--- src/rtl/instr_mem_loader_pkg.sv ---
// Shared constants and state encoding for the instruction memory loader.
// INSTR_LOADER_CHECKSUM_EN adds the CHECK state used by the trailing checksum byte.
package instr_mem_loader_pkg;

    localparam int BYTES_PER_WORD = 4;
    localparam int INSTR_WIDTH    = 32;

`ifdef INSTR_LOADER_CHECKSUM_EN
    typedef enum logic [2:0] {
        ST_IDLE    = 3'd0,
        ST_COLLECT = 3'd1,
        ST_WRITE   = 3'd2,
        ST_FINISH  = 3'd3,
        ST_CHECK   = 3'd4
    } state_t;
`else
    typedef enum logic [1:0] {
        ST_IDLE    = 2'd0,
        ST_COLLECT = 2'd1,
        ST_WRITE   = 2'd2,
        ST_FINISH  = 2'd3
    } state_t;
`endif

endpackage

--- src/rtl/instr_mem_loader_if.sv ---
// Byte-stream input and instruction-memory write port of the loader.
interface instr_mem_loader_if #(
    parameter int ADDR_WIDTH = 5,
    parameter int DATA_WIDTH = 32
);
    logic [7:0]            rx_data;
    logic                  rx_valid;
    logic                  rx_ready;
    logic                  mem_we;
    logic [ADDR_WIDTH-1:0] mem_addr;
    logic [DATA_WIDTH-1:0] mem_wdata;

    modport master (
        input  rx_data, rx_valid,
        output rx_ready, mem_we, mem_addr, mem_wdata
    );

    modport slave (
        output rx_data, rx_valid,
        input  rx_ready, mem_we, mem_addr, mem_wdata
    );
endinterface

--- src/rtl/instr_mem_loader_byte_packer.sv ---
// Packs four stream bytes MSB-first into one instruction word.
module instr_byte_packer
    import instr_mem_loader_pkg::*;
(
    input  logic                   clk,
    input  logic                   reset_n,
    input  logic                   clear,
    input  logic                   byte_valid,
    input  logic [7:0]             byte_in,
    output logic                   word_ready,
    output logic [INSTR_WIDTH-1:0] word_out
);

    logic [1:0]             cnt_q;
    logic [INSTR_WIDTH-1:0] shift_q;

    assign word_out   = {shift_q[INSTR_WIDTH-9:0], byte_in};
    assign word_ready = byte_valid && (cnt_q == 2'(BYTES_PER_WORD - 1));

    // byte counter and shift register; the counter wraps naturally after each word
    always_ff @(posedge clk or negedge reset_n) begin
        if (!reset_n) begin
            cnt_q   <= '0;
            shift_q <= '0;
        end else if (clear) begin
            cnt_q   <= '0;
            shift_q <= '0;
        end else if (byte_valid) begin
            cnt_q   <= cnt_q + 2'd1;
            shift_q <= word_out;
        end
    end

endmodule

--- src/rtl/instr_mem_loader.sv ---
// Instruction memory loader: byte stream in, one word write per four bytes.
// Optional trailing checksum byte: INSTR_LOADER_CHECKSUM_EN.
//
// state   | meaning
// IDLE    | waiting for start, validates word_count
// COLLECT | accepting stream bytes into the packer
// WRITE   | one-cycle memory write of the assembled word
// FINISH  | one-cycle done pulse
// CHECK   | (checksum build) compares one byte with the running XOR
module instr_mem_loader
    import instr_mem_loader_pkg::*;
#(
    parameter int ADDR_WIDTH = 5,
    parameter int DATA_WIDTH = INSTR_WIDTH
) (
    input  logic                  clk,
    input  logic                  reset_n,
    input  logic                  start,
    input  logic [ADDR_WIDTH:0]   word_count,
    instr_mem_loader_if.master    bus,
    output logic                  busy,
    output logic                  done,
    output logic                  error
);

    localparam logic [ADDR_WIDTH:0] DEPTH_CNT = {1'b1, {ADDR_WIDTH{1'b0}}};

    state_t                  state_q, state_d;
    logic [ADDR_WIDTH-1:0]   addr_q, mem_addr_q;
    logic [ADDR_WIDTH:0]     words_left_q;
    logic [DATA_WIDTH-1:0]   mem_wdata_q;
    logic                    error_q, zero_done_q, rx_ready_c;
    logic                    in_idle, start_load, start_zero, start_bad;
    logic                    pack_take, word_ready, last_word;
    logic [INSTR_WIDTH-1:0]  packed_word;
`ifdef INSTR_LOADER_CHECKSUM_EN
    logic [7:0]              sum_q;
    logic                    sum_take, sum_match;

    assign sum_take  = bus.rx_valid && (state_q == ST_CHECK);
    assign sum_match = (bus.rx_data == sum_q);
`endif

    assign in_idle    = (state_q == ST_IDLE);
    assign start_zero = in_idle && start && (word_count == '0);
    assign start_bad  = in_idle && start && (word_count > DEPTH_CNT);
    assign start_load = in_idle && start && (word_count != '0) && (word_count <= DEPTH_CNT);
    // rx_ready is constantly high in COLLECT, so valid alone qualifies a byte there
    assign pack_take  = bus.rx_valid && (state_q == ST_COLLECT);
    assign last_word  = (words_left_q == (ADDR_WIDTH+1)'(1));

    instr_byte_packer u_packer (
        .clk        (clk),
        .reset_n    (reset_n),
        .clear      (start_load),
        .byte_valid (pack_take),
        .byte_in    (bus.rx_data),
        .word_ready (word_ready),
        .word_out   (packed_word)
    );

    // state register
    always_ff @(posedge clk or negedge reset_n) begin
        if (!reset_n) state_q <= ST_IDLE;
        else          state_q <= state_d;
    end

    // next-state and stream handshake
    always_comb begin
        state_d    = state_q;
        rx_ready_c = 1'b0;
        case (state_q)
            ST_IDLE: begin
                if (start_load) state_d = ST_COLLECT;
            end
            ST_COLLECT: begin
                rx_ready_c = 1'b1;
                if (word_ready) state_d = ST_WRITE;
            end
            ST_WRITE: begin
                if (!last_word) begin
                    state_d = ST_COLLECT;
                end else begin
`ifdef INSTR_LOADER_CHECKSUM_EN
                    state_d = ST_CHECK;
`else
                    state_d = ST_FINISH;
`endif
                end
            end
            ST_FINISH: begin
                state_d = ST_IDLE;
            end
`ifdef INSTR_LOADER_CHECKSUM_EN
            ST_CHECK: begin
                rx_ready_c = 1'b1;
                if (bus.rx_valid) state_d = sum_match ? ST_FINISH : ST_IDLE;
            end
`endif
            default: state_d = ST_IDLE;
        endcase
    end

    // write address and remaining-word down-counter
    always_ff @(posedge clk or negedge reset_n) begin
        if (!reset_n) begin
            addr_q       <= '0;
            words_left_q <= '0;
        end else if (start_load) begin
            addr_q       <= '0;
            words_left_q <= word_count;
        end else if (state_q == ST_WRITE) begin
            addr_q       <= addr_q + ADDR_WIDTH'(1);
            words_left_q <= words_left_q - (ADDR_WIDTH+1)'(1);
        end
    end

    // write-port registers load as a word completes and hold between writes
    always_ff @(posedge clk or negedge reset_n) begin
        if (!reset_n) begin
            mem_addr_q  <= '0;
            mem_wdata_q <= '0;
        end else if (word_ready) begin
            mem_addr_q  <= addr_q;
            mem_wdata_q <= packed_word;
        end
    end

    // sticky error flag and the done pulse for an empty load
    always_ff @(posedge clk or negedge reset_n) begin
        if (!reset_n) begin
            error_q     <= 1'b0;
            zero_done_q <= 1'b0;
        end else begin
            zero_done_q <= start_zero;
            if (start_load)     error_q <= 1'b0;
            else if (start_bad) error_q <= 1'b1;
`ifdef INSTR_LOADER_CHECKSUM_EN
            else if (sum_take && !sum_match) error_q <= 1'b1;
`endif
        end
    end

`ifdef INSTR_LOADER_CHECKSUM_EN
    // running XOR of every data byte in the current load
    always_ff @(posedge clk or negedge reset_n) begin
        if (!reset_n)       sum_q <= '0;
        else if (start_load) sum_q <= '0;
        else if (pack_take)  sum_q <= sum_q ^ bus.rx_data;
    end
`endif

    assign bus.rx_ready  = rx_ready_c;
    assign bus.mem_we    = (state_q == ST_WRITE);
    assign bus.mem_addr  = mem_addr_q;
    assign bus.mem_wdata = mem_wdata_q;
    assign busy          = !in_idle;
    assign done          = (state_q == ST_FINISH) || zero_done_q;
    assign error         = error_q;

endmodule

--- src/flat_wrapper.sv ---
// flat-port wrapper written by rule: the top's interface ports become plain ports
module instr_mem_loader_flat import instr_mem_loader_pkg::*;
#(
    parameter int ADDR_WIDTH = 5,
    parameter int DATA_WIDTH = INSTR_WIDTH
)
  (clk, reset_n, start, word_count, busy, done, error, bus_rx_data, bus_rx_valid, bus_rx_ready, bus_mem_we, bus_mem_addr, bus_mem_wdata);
  instr_mem_loader_if #(.ADDR_WIDTH(ADDR_WIDTH), .DATA_WIDTH(DATA_WIDTH)) bus_i ();
  input  logic clk;
  input  logic reset_n;
  input  logic start;
  input  logic [ADDR_WIDTH:0] word_count;
  output logic busy;
  output logic done;
  output logic error;
  input wire logic [$bits(bus_i.rx_data)-1:0] bus_rx_data;
  input wire logic [$bits(bus_i.rx_valid)-1:0] bus_rx_valid;
  output wire logic [$bits(bus_i.rx_ready)-1:0] bus_rx_ready;
  output wire logic [$bits(bus_i.mem_we)-1:0] bus_mem_we;
  output wire logic [$bits(bus_i.mem_addr)-1:0] bus_mem_addr;
  output wire logic [$bits(bus_i.mem_wdata)-1:0] bus_mem_wdata;
  assign bus_i.rx_data = bus_rx_data;
  assign bus_i.rx_valid = bus_rx_valid;
  assign bus_rx_ready = bus_i.rx_ready;
  assign bus_mem_we = bus_i.mem_we;
  assign bus_mem_addr = bus_i.mem_addr;
  assign bus_mem_wdata = bus_i.mem_wdata;
  instr_mem_loader #(.ADDR_WIDTH(ADDR_WIDTH), .DATA_WIDTH(DATA_WIDTH)) u_core (.clk(clk), .reset_n(reset_n), .start(start), .word_count(word_count), .bus(bus_i), .busy(busy), .done(done), .error(error));
endmodule
--- config.mk ---
export PLATFORM = sky130hd
export DESIGN_NAME = instr_mem_loader_flat
export DESIGN_NICKNAME = d
export VERILOG_FILES = /design/src/rtl/instr_mem_loader_pkg.sv /design/src/rtl/instr_mem_loader_if.sv /design/src/rtl/instr_mem_loader_byte_packer.sv /design/src/rtl/instr_mem_loader.sv /design/src/flat_wrapper.sv
export SDC_FILE = /design/constraint.sdc
export NUM_CORES = 1
export LEC_CHECK = 0
export ABC_AREA = 1
export BUFFER_PORTS_ARGS = -buffer_cell sky130_fd_sc_hd__buf_2
export CORE_MARGIN = 2
export CORE_UTILIZATION = 55
export DETAILED_ROUTE_END_ITERATION = 6
export GPL_ROUTABILITY_DRIVEN = 0
export MAX_ROUTING_LAYER = met4
export PLACE_DENSITY = 0.79
export SYNTH_ARGS = -nofsm -noshare
export SYNTH_HDL_FRONTEND = slang
export SYNTH_SLANG_ARGS = --single-unit
export TNS_END_PERCENT = 30
--- constraint.sdc ---
create_clock -name clk -period 1.6 [get_ports clk]
set_clock_uncertainty 0.15 [all_clocks]
set_input_delay 0.16 -clock clk [delete_from_list [all_inputs] [get_ports clk]]
set_output_delay 0.16 -clock clk [all_outputs]
set_load 0.01 [all_outputs]
==> results of run 1 <==
==> sequential cells by signal (all words and copies together), names as in the netlist <==
signal	count
u_core.bus.mem_wdata	32
u_core.u_packer.shift_q	24
u_core.words_left_q	6
u_core.addr_q	5
u_core.bus.mem_addr	5
u_core.state_q	2
u_core.u_packer.cnt_q	2
u_core.error	1
u_core.zero_done_q	1
==> final timing paths <==
path                                         start                          end  slack [ns]  cells past startpoint
max in group asynchronous                  reset_n      u_core.bus.mem_wdata[6]        0.72                      3
max reg2reg                      u_core.state_q[1]  u_core.u_packer.shift_q[11]        0.06                      7
min in group asynchronous                  reset_n     u_core.bus.mem_wdata[23]        0.08                      2
min reg2reg                u_core.bus.mem_wdata[4]      u_core.bus.mem_wdata[4]        0.32                      2
max                              u_core.state_q[0]                   bus_mem_we        0.06                      4
min                                  word_count[1]       u_core.words_left_q[1]        0.02                      5
==> critical path, stage by stage (launching register included) <==
cell and delay [ns]:
dfrtp_1 0.41, inv_2 0.11, nand2_4 0.11, inv_4 0.11, buf_2 0.13
==> placed cells by master, fill, tap and decap left out, types with 4 or more instances in the layout <==
master,Yosys,layout
inv_1,19,18
dlygate4sd3_1,0,13
xor2_1,5,5
nor2_1,13,12
buf_4,3,12
ha_1,4,4
dfrtp_1,78,77
o21ai_0,4,4
a21oi_1,27,26
nand2_1,149,148
clkbuf_8,0,11
buf_2,8,58
nand3_1,52,52
==> logic make-up (layout without fill, tap and decap cells) <==
group | Yosys count | in the layout | synth area share
AOI/OAI and AO/OA | 36 | 36 | 0.05382
buffers and inverters | 42 | 124 | 0.06327
xor gates and xnor gates | 5 | 5 | 0.01273
adders and majority gates | 4 | 4 | 0.01455
DFF | 78 | 78 | 0.5673
and+or+nand+nor | 228 | 228 | 0.2884
==> power by group through the flow <==
| stage | Combinational [uW] | Sequential, uW | Clock [uW] |
|---|---|---|---|
| after floorplan | 1470 | 3460 | 0 |
| after global placement | 2400 | 3330 | 0 |
| after detailed placement | 2470 | 3370 | 0 |
| after CTS | 2520 | 3340 | 1650 |
| after global routing | 2930 | 3460 | 1720 |
| final | 2580 | 3350 | 1640 |
==> per-stage QoR <==
step,cell area (um2),setup slack [ns]
after floorplan,3441,0.1595
after global placement,3826,0.07018
after detailed placement,3826,0.02782
after CTS,4183,-0.008773
after global routing,4235,-0.005105
final,4235,0.06382
==> routing by layer <==
layer	vias to the layer above	routed length, um
li1	1408	-
met1	1398	3337
met2	88	3601
met3	21	296
met4	0	242
met5	-	0
==> area by class of cell <==
cell class / instances / area share
flip-flops and latches: 78 / 0.4612
multi-input cells: 273 / 0.3034
repair buffers: 87 / 0.1406
clock buffers: 11 / 0.03575
well taps: 75 / 0.02216
inverters: 22 / 0.02038
clock inverters: 4 / 0.01654
==> what timing repair did <==
item / CTS / global route
hold buffers: 13 / 0
hold endpoints to repair: 98 / 0
setup endpoints to repair: 1 / 35
pin swaps: 0 / 1
buffers inserted: 0 / 2
gates cloned: 0 / 1
resized for setup: 3 / 4
==> results.md, run 1 <==
- Status: finished clean
- Final Core Density: 0.7070
- Total power: 7569 uW
- Final wirelength: 7478 um
- P&R area growth vs syn: 23.09%
- PwrDens: 1787 nW/um2
- 1st-pass router iterations: 7
- Met2 Resource Use GR: 0.3629
- Area of the multi-input gates: 1285 um2
- Nets: 493
- Critical Path End Type: output pin
- CTS tree: yes
- Row Count: 28
- Hold Violations, Final: 0
- RSZ-0062 raised after global routing: yes
- Sequential power share: 0.443
- Startpoint Class: flip-flop
- Routed Antenna Nets: 0
- Setup TNS: 0 ns
- Largest net degree at the start of global routing: 60
- Number of synthesized flops with an enable pin: 0
- Post-synthesis instance area: 3441 um2
- Final-report max-slew violation count: 0
- Final HPWL DP: 4734 um
- DR WL/cell: 13.60 um
- Leakage power: 0.002300 uW
- Vert. Die Dim: 83.10 um
- Clock latency on the worst-skew pair: 0.36 ns
- Minimum clock period: 1.536 ns
- Initial DRC count: 222
- Vias in the first global route: 2819
- Number of I/O pins: 60
- Cell count after synthesis: 393
- Arrival @ worst endpoint: 1.23 ns
- Synth top area share: 0.5673
- Placed insts: 519
- Average size of a mapped cell: 8.755 um2
- Max-Slew Margin vs Limit: 0.7770
- Grt met1 use: 0.2880
- Met3 Use GR: 0.04374
- TritonCTS Buffers: 9
- Fmax: 651.0 MHz
- Synth top area cells: dfrtp_1 57%, nand2_1 16%, nand3_1 7.6%
- Largest area contributor in the netlist: dfrtp_1
- WS Path Type: reg2out
- Global Route Usage Sum: 0.2306
- Layout cells sized above 1: 0.2211
- Clock Path Buffers: 2
- Register area share after synthesis: 0.5673
- VDD IR max: 1102 uV
- Grt ovf: 0
- Vias: 2915
- IO Port Bufs: 59
- Core box area: 5991 um2
- Register area: 1953 um2
- Clk sinks: 78
- Die area: 6905 um2
- Max Cap Violations: 0
- Most frequent cell after synthesis: nand2_1
- Die W: 83.10 um
- Worst min path class: in2reg
- Yosys cell types: 27
- Worst-path maximum fanout: 10
- Worst Path Required: 1.29 ns
- Clock Pin Slew Worst Setup and Hold Paths: 0.07 ns
- Global-route wire length before repair: 12550 um
- #FFs+latches synth: 78
- Slew @ Worst Pin: 0.3319 ns
- CTS HTree Levels: 3
- Synth cell count leaders: 149 x nand2_1, 78 x dfrtp_1, 52 x nand3_1
- Sw Share: 0.3672
- Async SR Flop Fraction: 1.000
- Initial core utilization: 0.5744
- Setup Viol. Count Final: 0
- Diodes inserted: 0
- # DRC: 0
- Net Count, Synth: 415
- Switch Pwr: 2779 uW
- Vias per inst: 5.300
- Fin Hold WS: 0.01568 ns
- Warning count from the yosys run: 0
- Most Crowded Layer GR: met2
- Root Driver: clkbuf_8
- Final period utilization: 0.9601
- Initial antenna violation count: 0
- Finished Layout Cells: 550
- # fillers: 462
- Internal power: 4789 uW
- Logic pwr share: 0.341
- Clock power share: 0.217
- Ys flop type: dfrtp_1
(Power assumes the default switching activity.)
==> inputs of run 2 (changes only) <==
--- a/config.mk
+++ b/config.mk
@@ -13,6 +13,7 @@
 export GPL_ROUTABILITY_DRIVEN = 0
 export MAX_ROUTING_LAYER = met4
 export PLACE_DENSITY = 0.79
+export SLEW_MARGIN = 15
 export SYNTH_ARGS = -nofsm -noshare
 export SYNTH_HDL_FRONTEND = slang
 export SYNTH_SLANG_ARGS = --single-unit
==> constraint.sdc (replaced) <==
create_clock -name clk -period 1.5 [get_ports clk]
set_clock_uncertainty 0.15 [all_clocks]
set_input_delay 0.15 -clock clk [delete_from_list [all_inputs] [get_ports clk]]
set_output_delay 0.15 -clock clk [all_outputs]
set_load 0.01 [all_outputs]
==> results.md, run 2 (synthesis results as in run 1) <==
- Final period utilization: 1.003
- TritonCTS Buffers: 9 (unchanged)
- Arrival @ worst endpoint: 1.59 ns (was 1.23 ns)
- Post-route setup slack: -0.004758 ns (was 0.06382 ns)
- Startpoint Class: flip-flop (unchanged)
- # fillers: 448 (was 462)
- Root Driver: clkbuf_8 (unchanged)
- Global Route Usage Sum: 0.2405 (was 0.2306)
- Leakage power: 0.002359 uW (was 0.002300 uW)
- Critical Path Max Stage Delay: 0.46 ns (was 0.41 ns)
- Most common cell after layout, fill and taps aside: nand2_1 (unchanged)
- Worst min path class: in2reg (unchanged)
- Violated checks: setup timing
- Crit-path cells: nor2_2 > inv_2 > nor2_4 > nand2_4 > nor2_8 > buf_4 > nor2_1 (was inv_2 > nand2_4 > inv_4 > buf_2)
- # DRC: 0 (unchanged)
- Hold Violations, Final: 0 (unchanged)
- Largest net degree at the start of global routing: 39 (was 60)
- Vias in the first global route: 2777 (was 2819)
- Worst-path maximum fanout: 6 (was 10)
- IO Port Bufs: 59 (unchanged)
- 1st-pass router iterations: 5 (was 7)
- Core box area: 5991 um2 (unchanged)
- Initial core utilization: 0.5744 (unchanged)
- Placed insts: 526 (was 519)
- Diodes inserted: 0 (unchanged)
- PwrDens: 1840 nW/um2 (was 1787 nW/um2)
- Max reg flops: 32 (unchanged)
- Clock Pin Slew Worst Setup and Hold Paths: 0.08 ns (was 0.07 ns)
- CTS HTree Levels: 3 (unchanged)
- VDD IR max: 1046 uV (was 1102 uV)
- Initial DRC count: 192 (was 222)
- Die area: 6905 um2 (unchanged)
- Status: complete, but fails checks (was finished clean)
- Fmax: 664.6 MHz
- Row Count: 28 (unchanged)
- Max-Slew Margin vs Limit: 0.7829 (was 0.7770)
- Global-route wire length before repair: 12880 um (was 12550 um)
- Minimum clock period: 1.505 ns
- P&R area growth vs syn: 26.29% (was 23.09%)
- Worst Path Required: 1.58 ns (was 1.29 ns)
- Layout cells sized above 1: 0.2325 (was 0.2211)
- Most frequent cells in the layout: 148 x nand2_1, 77 x dfrtp_1, 57 x buf_2, 52 x nand3_1, 27 x a21oi_1 (was 148 x nand2_1, 77 x dfrtp_1, 58 x buf_2, 52 x nand3_1, 26 x a21oi_1)
- DR WL/cell: 13.57 um (was 13.60 um)
- WS Path Type: reg2reg (was reg2out)
- Vert. Die Dim: 83.10 um (unchanged)
- Vias: 2945 (was 2915)
- Clock latency on the worst-skew pair: 0.35 ns (was 0.36 ns)
- Initial antenna violation count: 0 (unchanged)
- Die W: 83.10 um (unchanged)
- Max Cap Violations: 0 (unchanged)
- Clk sinks: 78 (unchanged)
- Setup Viol. Count Final: 3 (was 0)
- Routed Antenna Nets: 0 (unchanged)
- Clock Path Buffers: 2 (unchanged)
- CTS tree: yes (unchanged)
- Number of I/O pins: 60 (unchanged)
- Critical Path End Type: flip-flop (was output pin)
- Final wirelength: 7611 um (was 7478 um)
- Post-place setup slack: -0.04665 ns (was 0.02782 ns)
- Vias per inst: 5.250 (was 5.300)
- Finished Layout Cells: 561 (was 550)
- Final HPWL DP: 4962 um (was 4734 um)
- Final-report max-slew violation count: 0 (unchanged)
- Grt ovf: 0 (unchanged)
- Nets: 503 (was 493)
- Worst path slowest cell: dfrtp_2 (was dfrtp_1)
- RSZ-0062 raised after global routing: yes (unchanged)
- Total power: 7997 uW (was 7569 uW)
- Slew @ Worst Pin: 0.3257 ns (was 0.3319 ns)
## run 2: cell types whose count changed in the layout (fill, tap and decap cells not counted), moves of 2 or more
cell / change
buf_4: +5
clkinv_2: -2
dlygate4sd3_1: +2
clkinvlp_4: +2
buf_12: +3
## run 2: final timing paths
path	from	to	slack [ns]	cells past startpoint
worst min-delay path	word_count[5]	u_core.words_left_q[5]	0.02	5
max in group asynchronous	reset_n	u_core.bus.mem_wdata[2]	0.64	3
worst min register to register	u_core.bus.mem_wdata[7]	u_core.bus.mem_wdata[7]	0.32	2
worst max-delay path	u_core.state_q[1]	u_core.addr_q[0]	-0.005	7
worst max register to register	u_core.state_q[1]	u_core.addr_q[0]	-0.005	7
min in group asynchronous	reset_n	u_core.bus.mem_wdata[24]	0.08	2
## run 2: routing by layer
layer  vias up  part of all wire  track usage
li1       1425                 -            -
met1      1400              0.44       0.3130
met2       104              0.48       0.3644
met3        16             0.054      0.06064
met4         0             0.024      0.09836
met5         -                 0            -
## run 2: where the power goes
part / internal [uW] / switching [uW]
Combinational: 1190 / 1650
Clock: 814 / 769
Sequential: 2970 / 603
## run 2: stage by stage
| stage | instance area, um2 | hold WS (ns) | util | setup TNS (ns) |
|---|---|---|---|---|
| after global placement | 3904 | -0.08056 | 0.6516 | -0.3741 |
| after floorplan | 3441 | -0.2956 | - | 0 |
| after detailed placement | 3904 | -0.07689 | 0.6516 | -1.100 |
| final | 4345 | 0.01750 | 0.7254 | -0.007577 |
| after global routing | 4345 | 0.03590 | 0.7254 | -2.827 |
| after CTS | 4272 | 0.01821 | 0.7130 | -0.07157 |
## run 2: worst max-delay path, delay by kind of cell, from the launching register on
family | cells | cell delay [ns]
AND/OR/NAND/NOR | 5 | 0.54
flip-flops | 1 | 0.46
buffers and inverters | 2 | 0.23
## run 2: repair_timing
item / 4_1_cts / 5_1_grt
resized for setup: 7 / 8
buffers inserted: 0 / 3
hold buffers: 15 / 0
pin swaps: 1 / 3
endpoints found under the setup margin: 38 / 78
endpoints found under the hold margin: 104 / 0
gates cloned: 0 / 1
## run 2: layout make-up
| class | instances | area, um2 | share of cell area |
|---|---|---|---|
| clock buffer | 11 | 141.4 | 0.03254 |
| clock inverter | 5 | 58.81 | 0.01353 |
| inverter | 22 | 87.58 | 0.02016 |
| multi-input combinational | 273 | 1291 | 0.2971 |
| sequential | 78 | 1953 | 0.4495 |
| tap | 75 | 93.84 | 0.02160 |
| timing repair buffer | 97 | 719.4 | 0.1656 |
==> inputs of run 3 (changes only) <==
--- a/config.mk
+++ b/config.mk
@@ -9,10 +9,12 @@
 export BUFFER_PORTS_ARGS = -buffer_cell sky130_fd_sc_hd__buf_2
 export CORE_MARGIN = 2
 export CORE_UTILIZATION = 55
+export CTS_CLUSTER_DIAMETER = 80
 export DETAILED_ROUTE_END_ITERATION = 6
 export GPL_ROUTABILITY_DRIVEN = 0
 export MAX_ROUTING_LAYER = met4
 export PLACE_DENSITY = 0.79
+export RECOVER_POWER = 25
 export SLEW_MARGIN = 15
 export SYNTH_ARGS = -nofsm -noshare
 export SYNTH_HDL_FRONTEND = slang
==> results.md, run 3 (synthesis results as in run 1) <==
- Die area: 6905 um2 (unchanged)
- VDD IR max: 1046 uV (about the same)
- 1st-pass router iterations: 4 (was 5)
- Sw Share: 0.3774 (was 0.3778)
- Clock latency on the worst-skew pair: 0.35 ns (about the same)
- Routed Antenna Nets: 0 (unchanged)
- Final period utilization: 1.006 (was 1.003)
- Logic pwr share: 0.355 (about the same)
- Crit-path cells: nor2_2 > inv_2 > nor2_4 > nand2_4 > nor2_8 > buf_4 > nor2_1 (unchanged)
- Leakage power: 0.002354 uW (was 0.002359 uW)
- PwrDens: 1844 nW/um2 (was 1840 nW/um2)
- RSZ-0062 raised after global routing: yes (unchanged)
- Fin Hold WS: 0.01701 ns (was 0.01750 ns)
- DR WL/cell: 13.50 um (was 13.57 um)
- Startpoint Class: flip-flop (unchanged)
- WS Path Type: reg2reg (unchanged)
- Most frequent cells in the layout: 148 x nand2_1, 77 x dfrtp_1, 57 x buf_2, 52 x nand3_1, 27 x a21oi_1 (unchanged)
- Setup TNS: -0.02441 ns (was -0.007577 ns)
- Initial DRC count: 209 (was 192)
- Worst Path Required: 1.58 ns (about the same)
- Layout cells sized above 1: 0.2325 (unchanged)
- Max reg flops: 32 (unchanged)
- Worst-path maximum fanout: 6 (unchanged)
- Initial core utilization: 0.5744 (unchanged)
- Setup Viol. Count Final: 6 (was 3)
- Die W: 83.10 um (unchanged)
- Core box area: 5991 um2 (unchanged)
- Clock power share: 0.198 (about the same)
- Final wirelength: 7573 um (was 7611 um)
- Initial antenna violation count: 0 (unchanged)
- Final HPWL DP: 4962 um (unchanged)
- Max Cap Violations: 0 (unchanged)
- TritonCTS Buffers: 9 (unchanged)
- Nets: 503 (unchanged)
- Internal power: 4971 uW (was 4976 uW)
- Grt ovf: 0 (unchanged)
- Slew @ Worst Pin: 0.5948 ns (was 0.3257 ns)
- Max-Slew Margin vs Limit: 0.6035 (was 0.7829)
- Hold Violations, Final: 0 (unchanged)
- Final-report max-slew violation count: 0 (unchanged)
- Root Driver: clkbuf_8 (unchanged)
- Worst min path class: in2reg (unchanged)
- Largest net degree at the start of global routing: 39 (unchanged)
- # fillers: 451 (was 448)
- Worst path slowest cell: dfrtp_2 (unchanged)
- Vert. Die Dim: 83.10 um (unchanged)
- Post-route setup slack: -0.008605 ns (was -0.004758 ns)
- CTS HTree Levels: 3 (unchanged)
- Status: complete, but fails checks (unchanged)
- Clock Path Buffers: 2 (unchanged)
- Vias in the first global route: 2777 (unchanged)
- Critical Path End Type: flip-flop (unchanged)
- # DRC: 0 (unchanged)
- Row Count: 28 (unchanged)
- Diodes inserted: 0 (unchanged)
- CP top delay family: simple AND/OR/NAND/NOR gates (unchanged)
- Global-route wire length before repair: 12880 um (unchanged)
- CTS tree: yes (unchanged)
- IO Port Bufs: 59 (unchanged)
- Switch Pwr: 3014 uW (was 3022 uW)
- Vias per inst: 5.242 (was 5.250)
- Vias: 2941 (was 2945)
- Clk sinks: 78 (unchanged)
- Global Route Usage Sum: 0.2405 (unchanged)
- Fmax: 662.9 MHz (was 664.6 MHz)
- Arrival @ worst endpoint: 1.59 ns (about the same)
- Sequential power share: 0.447 (about the same)
- Violated checks: setup timing (unchanged)
- Minimum clock period: 1.509 ns (was 1.505 ns)
- P&R area growth vs syn: 25.85% (was 26.29%)
- Critical Path Max Stage Delay: 0.46 ns (about the same)
- Most common cell after layout, fill and taps aside: nand2_1 (unchanged)
- Clock Pin Slew Worst Setup and Hold Paths: 0.08 ns (about the same)
- Crit path buf inv count: 2 (unchanged)
- Number of I/O pins: 60 (unchanged)
## run 3: worst paths after layout
kind	startpoint	cells after the start	slack [ns]	end
max	u_core.state_q[1]	7	-0.009	u_core.addr_q[0]
min	word_count[5]	5	0.02	u_core.words_left_q[5]
max reg2reg	u_core.state_q[1]	7	-0.009	u_core.addr_q[0]
min reg2reg	u_core.bus.mem_wdata[31]	2	0.32	u_core.bus.mem_wdata[31]
max in group asynchronous	reset_n	3	0.21	u_core.state_q[1]
min in group asynchronous	reset_n	2	0.18	u_core.bus.mem_wdata[25]
## run 3: worst register-to-register path: stages (launching register included)
cell and delay [ns]:
dfrtp_2 0.46, nor2_2 0.13, inv_2 0.07, nor2_4 0.13
nand2_4 0.09, nor2_8 0.14, buf_4 0.16, nor2_1 0.05
## run 3: area by class of cell
| type | instances | area (um2) | share of cell area |
|---|---|---|---|
| clock inverter | 5 | 58.81 | 0.01358 |
| clock buffer | 11 | 141.4 | 0.03265 |
| sequential | 78 | 1953 | 0.4510 |
| tap | 75 | 93.84 | 0.02167 |
| timing repair buffer | 97 | 704.4 | 0.1627 |
| multi-input combinational | 273 | 1291 | 0.2982 |
| inverter | 22 | 87.58 | 0.02023 |
## run 3: routing by layer
layer,up-vias,wire (um),GRT usage
met1,1409,3391,0.3130
met3,16,309,0.06064
met4,0,181,0.09836
li1,1430,-,-
met5,-,0,-
met2,86,3691,0.3644
## run 3: stage by stage
| step | worst slack (ns) | instance area [um2] | total power [uW] | instances | utilization |
|---|---|---|---|---|---|
| floorplan | 0.05952 | 3441 | 5262 | 393 | - |
| global placement | -0.01598 | 3904 | 6187 | 526 | 0.6516 |
| detailed placement | -0.04665 | 3904 | 6302 | 526 | 0.6516 |
| CTS | -0.02047 | 4272 | 7947 | 557 | 0.7130 |
| global route | -0.07275 | 4330 | 8582 | 561 | 0.7228 |
| finish | -0.008605 | 4330 | 7985 | 561 | 0.7228 |
## run 3: power by group through the flow
stage	Sequential [uW]	Clock [uW]	Combinational [uW]
2_1_floorplan	3690	0	1570
3_3_place_gp	3550	0	2630
3_5_place_dp	3580	0	2720
4_1_cts	3560	1610	2780
5_1_grt	3680	1710	3190
6_report	3570	1580	2830
## run 3: repair_timing
action                                  4_1_cts  5_1_grt
pin swaps                                     1        3
endpoints found under the setup margin       38       78
hold buffers                                 15        0
resized for setup                             7        8
endpoints found under the hold margin       104        0
setup buffers                                 0        3
cloned                                        0        1
